## src/rtl/decode_ctrl.sv

```systemverilog
// RV32I decode stage: opcode classification, immediate build, 2-entry skid buffer toward execute.
// Optional build macro DECODE_ILLEGAL_EN adds out_illegal and forces ctrl to 0 on illegal encodings.
module decode_ctrl #(
   parameter int XLEN        = 32,
   parameter int STALL_CNT_W = 16
) (
   input  logic                   clk,
   input  logic                   rst_n,
   input  logic                   flush,
   input  logic                   in_valid,
   output logic                   in_ready,
   input  logic [31:0]            in_instr,
   input  logic [XLEN-1:0]        in_pc,
   output logic                   out_valid,
   input  logic                   out_ready,
   output logic [XLEN-1:0]        out_pc,
   output logic [31:0]            out_imm,
   output logic [2:0]             out_imm_sel,
   output logic [4:0]             out_rd,
   output logic [4:0]             out_rs1,
   output logic [4:0]             out_rs2,
   output logic [2:0]             out_funct3,
   output logic                   out_funct7b5,
   output logic [7:0]             out_ctrl,
`ifdef DECODE_ILLEGAL_EN
   output logic                   out_illegal,
`endif
   output logic [STALL_CNT_W-1:0] stall_cnt
);

   typedef struct packed {
      logic [XLEN-1:0] pc;
      logic [31:0]     imm;
      logic [2:0]      sel;
      logic [4:0]      rd;
      logic [4:0]      rs1;
      logic [4:0]      rs2;
      logic [2:0]      f3;
      logic            f7b5;
      logic [7:0]      ctrl;
`ifdef DECODE_ILLEGAL_EN
      logic            ill;
`endif
   } entry_t;

   function automatic logic [31:0] imm_gen(input logic [31:0] i, input logic [2:0] sel);
      case (sel)
         3'd0:    imm_gen = {{20{i[31]}}, i[31:20]};
         3'd1:    imm_gen = {{20{i[31]}}, i[31:25], i[11:7]};
         3'd2:    imm_gen = {{19{i[31]}}, i[31], i[7], i[30:25], i[11:8], 1'b0};
         3'd3:    imm_gen = {i[31:12], 12'b0};
         3'd4:    imm_gen = {{11{i[31]}}, i[31], i[19:12], i[20], i[30:21], 1'b0};
         default: imm_gen = 32'b0;
      endcase
   endfunction

   function automatic logic [STALL_CNT_W-1:0] sat_inc(input logic [STALL_CNT_W-1:0] v);
      sat_inc = (v == '1) ? v : v + STALL_CNT_W'(1);
   endfunction

   entry_t dec_p0;
   entry_t main_p1, skid_p1;
   logic   main_vld_p1, skid_vld_p1;
   logic   accept;

   // ---- stage 0: combinational decode of the incoming word
   // ctrl bit order: {reg_write, mem_read, mem_write, branch, jal, jalr, alu_src_imm, pc_rel}
   always_comb begin
      dec_p0      = '0;
      dec_p0.pc   = in_pc;
      dec_p0.rd   = in_instr[11:7];
      dec_p0.rs1  = in_instr[19:15];
      dec_p0.rs2  = in_instr[24:20];
      dec_p0.f3   = in_instr[14:12];
      dec_p0.f7b5 = in_instr[30];
      dec_p0.sel  = 3'd7;
      case (in_instr[6:0])
         7'b0110111: begin dec_p0.sel = 3'd3; dec_p0.ctrl = 8'h82; end
         7'b0010111: begin dec_p0.sel = 3'd3; dec_p0.ctrl = 8'h83; end
         7'b1101111: begin dec_p0.sel = 3'd4; dec_p0.ctrl = 8'h89; end
         7'b1100111: begin dec_p0.sel = 3'd0; dec_p0.ctrl = 8'h86; end
         7'b1100011: begin dec_p0.sel = 3'd2; dec_p0.ctrl = 8'h11; end
         7'b0000011: begin dec_p0.sel = 3'd0; dec_p0.ctrl = 8'hC2; end
         7'b0100011: begin dec_p0.sel = 3'd1; dec_p0.ctrl = 8'h22; end
         7'b0010011: begin dec_p0.sel = 3'd0; dec_p0.ctrl = 8'h82; end
         7'b0110011: begin
            dec_p0.ctrl = 8'h80;
`ifdef DECODE_ILLEGAL_EN
            dec_p0.ill  = (in_instr[31:25] != 7'b0000000) && (in_instr[31:25] != 7'b0100000);
`endif
         end
         7'b1110011: dec_p0.sel = 3'd0;
         default: begin
`ifdef DECODE_ILLEGAL_EN
            dec_p0.ill = 1'b1;   // also catches instr[1:0] != 2'b11: no listed opcode has that
`endif
         end
      endcase
`ifdef DECODE_ILLEGAL_EN
      if (dec_p0.ill) dec_p0.ctrl = 8'h00;
`endif
      dec_p0.imm = imm_gen(in_instr, dec_p0.sel);
   end

   assign in_ready = !skid_vld_p1;
   assign accept   = in_valid && in_ready;

   // ---- stage 1: main/skid registers; main drives the outputs
   always_ff @(posedge clk or negedge rst_n) begin
      if (!rst_n) begin
         main_vld_p1 <= 1'b0;
         skid_vld_p1 <= 1'b0;
         main_p1     <= '0;
      end else if (flush) begin
         main_vld_p1 <= 1'b0;
         skid_vld_p1 <= 1'b0;
      end else if (skid_vld_p1) begin
         if (out_ready) begin
            main_p1     <= skid_p1;
            skid_vld_p1 <= 1'b0;
         end
      end else if (accept) begin
         if (!main_vld_p1 || out_ready) begin
            main_p1     <= dec_p0;
            main_vld_p1 <= 1'b1;
         end else begin
            skid_vld_p1 <= 1'b1;
         end
      end else if (out_ready) begin
         main_vld_p1 <= 1'b0;
      end
   end

   always_ff @(posedge clk) begin
      if (accept && main_vld_p1 && !out_ready && !flush) skid_p1 <= dec_p0;
   end

   always_ff @(posedge clk or negedge rst_n) begin
      if (!rst_n)                         stall_cnt <= '0;
      else if (main_vld_p1 && !out_ready) stall_cnt <= sat_inc(stall_cnt);
   end

   assign out_valid    = main_vld_p1;
   assign out_pc       = main_p1.pc;
   assign out_imm      = main_p1.imm;
   assign out_imm_sel  = main_p1.sel;
   assign out_rd       = main_p1.rd;
   assign out_rs1      = main_p1.rs1;
   assign out_rs2      = main_p1.rs2;
   assign out_funct3   = main_p1.f3;
   assign out_funct7b5 = main_p1.f7b5;
   assign out_ctrl     = main_p1.ctrl;
`ifdef DECODE_ILLEGAL_EN
   assign out_illegal  = main_p1.ill;
`endif

endmodule

```

## config.mk

```make
export PLATFORM = sky130hd
export DESIGN_NAME = decode_ctrl
export DESIGN_NICKNAME = d
export VERILOG_FILES = /design/src/rtl/decode_ctrl.sv
export SDC_FILE = /design/constraint.sdc
export NUM_CORES = 1
export LEC_CHECK = 0
export CAP_MARGIN = 20
export CORE_MARGIN = 1
export CORE_UTILIZATION = 35
export DETAILED_ROUTE_END_ITERATION = 8
export PLACE_DENSITY_LB_ADDON = 0.05
export REMOVE_ABC_BUFFERS = 1
export SLEW_MARGIN = 20
export SYNTH_ARGS = -nofsm -noshare
export SYNTH_HDL_FRONTEND = slang
export SYNTH_SLANG_ARGS = --single-unit
```

## constraint.sdc

```tcl
create_clock -name clk -period 10.4 [get_ports clk]
set_input_delay 1.56 -clock clk [delete_from_list [all_inputs] [get_ports clk]]
set_output_delay 1.56 -clock clk [all_outputs]
set_load 0.02 [all_outputs]
```

==> impl_metrics.ini, run 1 <==
[synthesis]
yosysTopAreaCell = edfxtp_1
synthTopCellsByArea = edfxtp_1 (32%), dfrtp_1 (32%), mux2i_1 (6.3%)
yosysUniqueCellTypes = 55
syn_inst = 729
synth-edff-count = 94
async_reset_ff_frac = 0.544
synthTopCellsByCount = nand2_1 (133), dfrtp_1 (112), edfxtp_1 (94)
synth_ff_type = dfrtp_1
synth_area_per_cell_um2 = 12.0
synth_seq_cells = 206
synth_top_area_frac = 0.322
seq_area_frac_synth = 0.641
syn_area_mm2 = 0.00877
ys_warn_count = 0
post-synth-top-count-cell = nand2_1

[floorplanning]
die_y_um = 160
core_area_mm2 = 0.0245
ios = 181
row_count = 57
die_x_um = 160
start_util = 0.358
die-area_mm2 = 0.0257

[routing]
drt_iter0_drc = 291
ant_nets = 0
routed_wl_um = 22600
dr.pass1.iters = 5
routedWlPerCell_um = 18.2
met2WireLength_um = 10600
vias_per_cell = 5.01
vias = 6212
top_layer_used = met5
drc = 0
wl_met3_um = 1190
wl_met1_um = 10400

[sta]
finalSetupViolCount = 0
final.setup.worst_slack_ns = 6.37
hold_violations = 0
tns_ns = 0
max_freq_mhz = 248
slew_headroom = 0.364
period_share = 0.388
rsz0062_at_grt = no
final-max-slew-violation-count = 0
skew_ns = 0.00495
worstMarginPinSlew_ns = 0.954
min_period_ns = 4.03

[placed_design]
port_buffers = 180
post-dp-hpwl_um = 14100
gp_congestion = 0.783
dp_slack_ns = 5.82

[finish]
fin_nets = 967
syn2layout_area_growth_pct = 33.0
drive_above_1_share = 0.0732
final_util = 0.477
antenna_cells = 0

[cts]
htreeDepth = 1
clock_latency_ns = 0.51
cts.repair.resized = 0
cts_root_buf = clkbuf_16
clock_sinks = 206
holdBufCountCts = 0
clk_pin_slew_ns = 0.06
cts_setup_buffers = 0
clockBufferDepth = 3
cts_made_buffers = 25
cts_tree = built

[setup_path]
crit_path_end_kind = primary output
cp_num_buf_inv = 2
critical-path-max-stage-delay_ns = 0.72
cp-start-kind = flop
crit_chain = inv_1 -> clkdlybuf4s50_1
worstPathRequired_ns = 8.84
slowest_stage = clkdlybuf4s50_1
crit_type = reg2out
arrival_ns = 2.47
critPathTopFamily = buffers and inverters
path_max_fanout = 39

[global_routing]
overflow = 0
grt_start_max_net_pins = 76
grt_pass1_wl_um = 36500
grt_pass1_vias = 6498
antenna_found_initial = 1
grtUsageTotal = 0.178

[pwr]
p_total_mw = 2.19
p_leak_nw = 4.60
p_per_area_mw_per_mm2 = 188
peakVddDrop_mv = 0.0993

[run]
maxCapViolCount = 0

[run_status]
status = complete, no violations

[hold_path]
min-delay-path-class = reg2reg
[area by class of cell]
cell class / count / area (µm²)
Timing Repair Buffer: 187 / 1870
Clock buffer: 34 / 699
Multi-Input combinational cell: 470 / 2930
Sequential cell: 206 / 5630
Tap cell: 324 / 405
Clock inverter: 11 / 105
Fill cell: 2234 / 12800
Inverter: 7 / 26.3
[per-stage QoR]
step | instances | area (µm²) | hold WS, ns
after global routing | 1239 | 11700 | 0.512
after global placement | 1193 | 10800 | 0.460
after detailed placement | 1193 | 10800 | 0.472
final | 1239 | 11700 | 0.482
after CTS | 1238 | 11600 | 0.484
after floorplan | 683 | 8550 | 0.469
[power breakdown]
group	internal, mW	total [mW]	leakage (nW)	switching, mW
sequential	0.919	0.967	2.23	0.0478
clock	0.518	0.849	0.398	0.331
combinational	0.174	0.374	1.97	0.200
total	1.61	2.19	4.60	0.578
[per-layer routing]
metal,vias up,global-route usage
met1,3032,0.246
met3,27,0.0333
met4,2,0.0368
met2,189,0.292
li1,2962,-
met5,-,0
[worst min-delay path, delay by kind of cell (launching register included)]
| kind | cells | cell delay, ns |
|---|---|---|
| simple gates | 2 | 0.10 |
| flops | 1 | 0.35 |
[state kept, by name, indices dropped and copies added, names as in the netlist]
signal        count
out_ctrl          8
out_funct3        3
out_funct7b5      1
out_imm          32
out_imm_sel       3
out_pc           32
out_rd            5
out_rs1           5
out_rs2           5
out_valid         1
skid_p1          94
skid_vld_p1       1
stall_cnt        16
[layout by cell type (no fill, tap or decap), types with 10 or more instances in the layout]
cell type / netlist / final
clkdlybuf4s50_1: 0 / 179
nand2_1: 133 / 133
dfrtp_1: 112 / 111
edfxtp_1: 94 / 94
o21ai_0: 73 / 73
mux2i_1: 55 / 55
nand3_1: 26 / 26
clkbuf_16: 0 / 25
nor2_1: 21 / 20
o211ai_1: 13 / 13
and3_1: 13 / 13
nor3_1: 13 / 12
nand2b_1: 12 / 12
a21o_1: 12 / 12
o2bb2ai_1: 11 / 11
a21oi_1: 10 / 10
[cell families (layout without fill, tap and decap cells)]
family,Yosys count,count (layout),share of synthesized area
xor+xnor,12,12,0.0120
mux,56,56,0.0641
compound gates,146,146,0.111
flops,206,206,0.641
fa+ha+maj,1,1,0.00143
simple gates,255,255,0.143
buf+inv,53,239,0.0275
[path summary, 6_finish.rpt]
kind	startpoint	endpoint	slack (ns)	cells past startpoint
setup reg to reg	skid_vld_p1$_DFF_PN0_	out_imm[0]$_DFFE_PN0P_	6.99	7
setup / recovery	skid_vld_p1$_DFF_PN0_	in_ready	6.37	2
hold reg to reg	out_imm_sel[0]$_DFFE_PN0P_	out_imm_sel[0]$_DFFE_PN0P_	0.48	2
max in group asynchronous	rst_n	out_pc[12]$_DFFE_PN0P_	7.92	2
min in group asynchronous	rst_n	out_pc[31]$_DFFE_PN0P_	1.09	1
hold / removal	out_imm_sel[0]$_DFFE_PN0P_	out_imm_sel[0]$_DFFE_PN0P_	0.48	2
(Power assumes the default switching activity.)
==> run 2, diff against run 1 <==
==> constraint.sdc (replaced) <==
create_clock -name clk -period 4.06 [get_ports clk]
set_input_delay 0.609 -clock clk [delete_from_list [all_inputs] [get_ports clk]]
set_output_delay 0.609 -clock clk [all_outputs]
set_load 0.02 [all_outputs]
==> impl_metrics.ini, run 2 (synthesis gave the netlist of run 1 again) <==
[routing]
routedWlPerCell_um = 18.1
ant_nets = 0
drc = 0
vias_per_cell = 5.01
dr.pass1.iters = 5
routed_wl_um = 22400
drt_iter0_drc = 291
vias = 6203

[setup_path]
reg2reg_from = skid_vld_p1$_DFF_PN0_
crit_type = reg2out
arrival_ns = 2.27
worstPathRequired_ns = 3.45
cp-start-kind = flop
critPathLaunch = skid_vld_p1$_DFF_PN0_
r2r-end = out_imm[29]$_DFFE_PN0P_
crit_path_end_kind = primary output
reg2reg_slack_ns = 1.48
ff2ff_path_depth = 4
path_max_fanout = 37

[finish]
antenna_cells = 0
final_common_cell = clkdlybuf4s50_1
largest_reg_flops = 94
top_register = skid_p1
fin_nets = 966
final_cell_mix = clkdlybuf4s50_1 (179), nand2_1 (133), dfrtp_1 (111), edfxtp_1 (94), o21ai_0 (73)
stdcell_area_mm2 = 0.0117
syn2layout_area_growth_pct = 33.1
drive_above_1_share = 0.0690

[global_routing]
overflow = 0
grt_pass1_vias = 6360
grtUsageTotal = 0.176
antenna_found_initial = 0
grt_pass1_wl_um = 35900
grt_start_max_net_pins = 153

[sta]
finalSetupViolCount = 0
final-max-slew-violation-count = 0
slew_headroom = 0.318
max_freq_mhz = 347
hold_violations = 0
skew_ns = 0.00797
rsz0062_at_grt = no
final.setup.worst_slack_ns = 1.18
worstMarginPinSlew_ns = 1.02
period_share = 0.710
min_period_ns = 2.88
whs_ns = 0.249

[pwr]
p_total_mw = 5.60
p_leak_nw = 4.59
p_per_area_mw_per_mm2 = 480
peakVddDrop_mv = 0.224

[placed_design]
post-dp-hpwl_um = 13700
dp_slack_ns = 0.850
placed_cell_area_mm2 = 0.0109
gp_congestion = 0.836
port_buffers = 180

[hold_path]
min-delay-path-class = in2async

[floorplanning]
row_count = 57
ios = 181
start_util = 0.358
die_x_um = 160
core_area_mm2 = 0.0245
die-area_mm2 = 0.0257
die_y_um = 160

[cts]
clockBufferDepth = 3
cts.repair.resized = 0
cts_setup_buffers = 0
cts_root_buf = clkbuf_16
holdBufCountCts = 0
clock_sinks = 206
clk_pin_slew_ns = 0.06
cts_tree = built
cts_made_buffers = 24
clock_latency_ns = 0.52
htreeDepth = 1

[run_status]
status = complete, no violations

[run]
maxCapViolCount = 0
[run 2: cell count changes in the layout (fill, tap and decap cells not counted)]
cell        previous run  this run
clkinv_2               6         1
buf_12                 0         3
buf_4                  7         5
clkbuf_1               5         7
clkbuf_8               4         6
buf_16                 1         0
clkbuf_16             25        24
clkinv_8               0         1
clkinvlp_4             1         0
[run 2: where the power goes]
part	internal, mW	leakage (nW)	total [mW]	switching [mW]
registers	2.35	2.23	2.47	0.117
logic	0.449	1.97	0.963	0.513
clock network	1.32	0.389	2.17	0.846
[run 2: final cells by class]
| cell class | instances | area, µm² |
|---|---|---|
| Clock buffer | 37 | 709 |
| Clock inverter | 6 | 88.8 |
| Fill cell | 2223 | 12800 |
| Inverter | 7 | 26.3 |
| Multi-Input combinational cell | 470 | 2930 |
| Sequential cell | 206 | 5630 |
| Tap cell | 324 | 405 |
| Timing Repair Buffer | 187 | 1890 |
[run 2: through the flow]
step / cells / setup TNS, ns / util
after floorplan: 683 / -774.74 / -
after global placement: 1194 / 0 / 0.444
after detailed placement: 1194 / 0 / 0.444
after CTS: 1237 / 0 / 0.477
after global routing: 1237 / 0 / 0.477
final: 1237 / 0 / 0.477
[run 2: per-layer routing]
metal | track usage | wire length (µm)
met2 | 0.284 | 10400
met3 | 0.0341 | 1170
met4 | 0.0489 | 358
met5 | 0 | 0
met1 | 0.243 | 10500
[run 2: worst max-delay path, cell delays in order (launching register included)]
cell and delay, ns:
dfrtp_4 0.89, inv_1 0.08, buf_4 0.22, clkdlybuf4s50_1 0.55
[run 2: worst max path at each step]
| stage | end | slack (ns) | cells past startpoint |
|---|---|---|---|
| finish | in_ready | 1.18 | 3 |
| detailed placement | out_imm[29]$_DFFE_PN0P_ | 0.85 | 5 |
| global placement | out_imm[29]$_DFFE_PN0P_ | 0.94 | 5 |
| CTS | in_ready | 1.15 | 3 |
| floorplan | skid_p1[0]$_DFFE_PP_ | -5.68 | 3 |
| global route | in_ready | 1.08 | 3 |
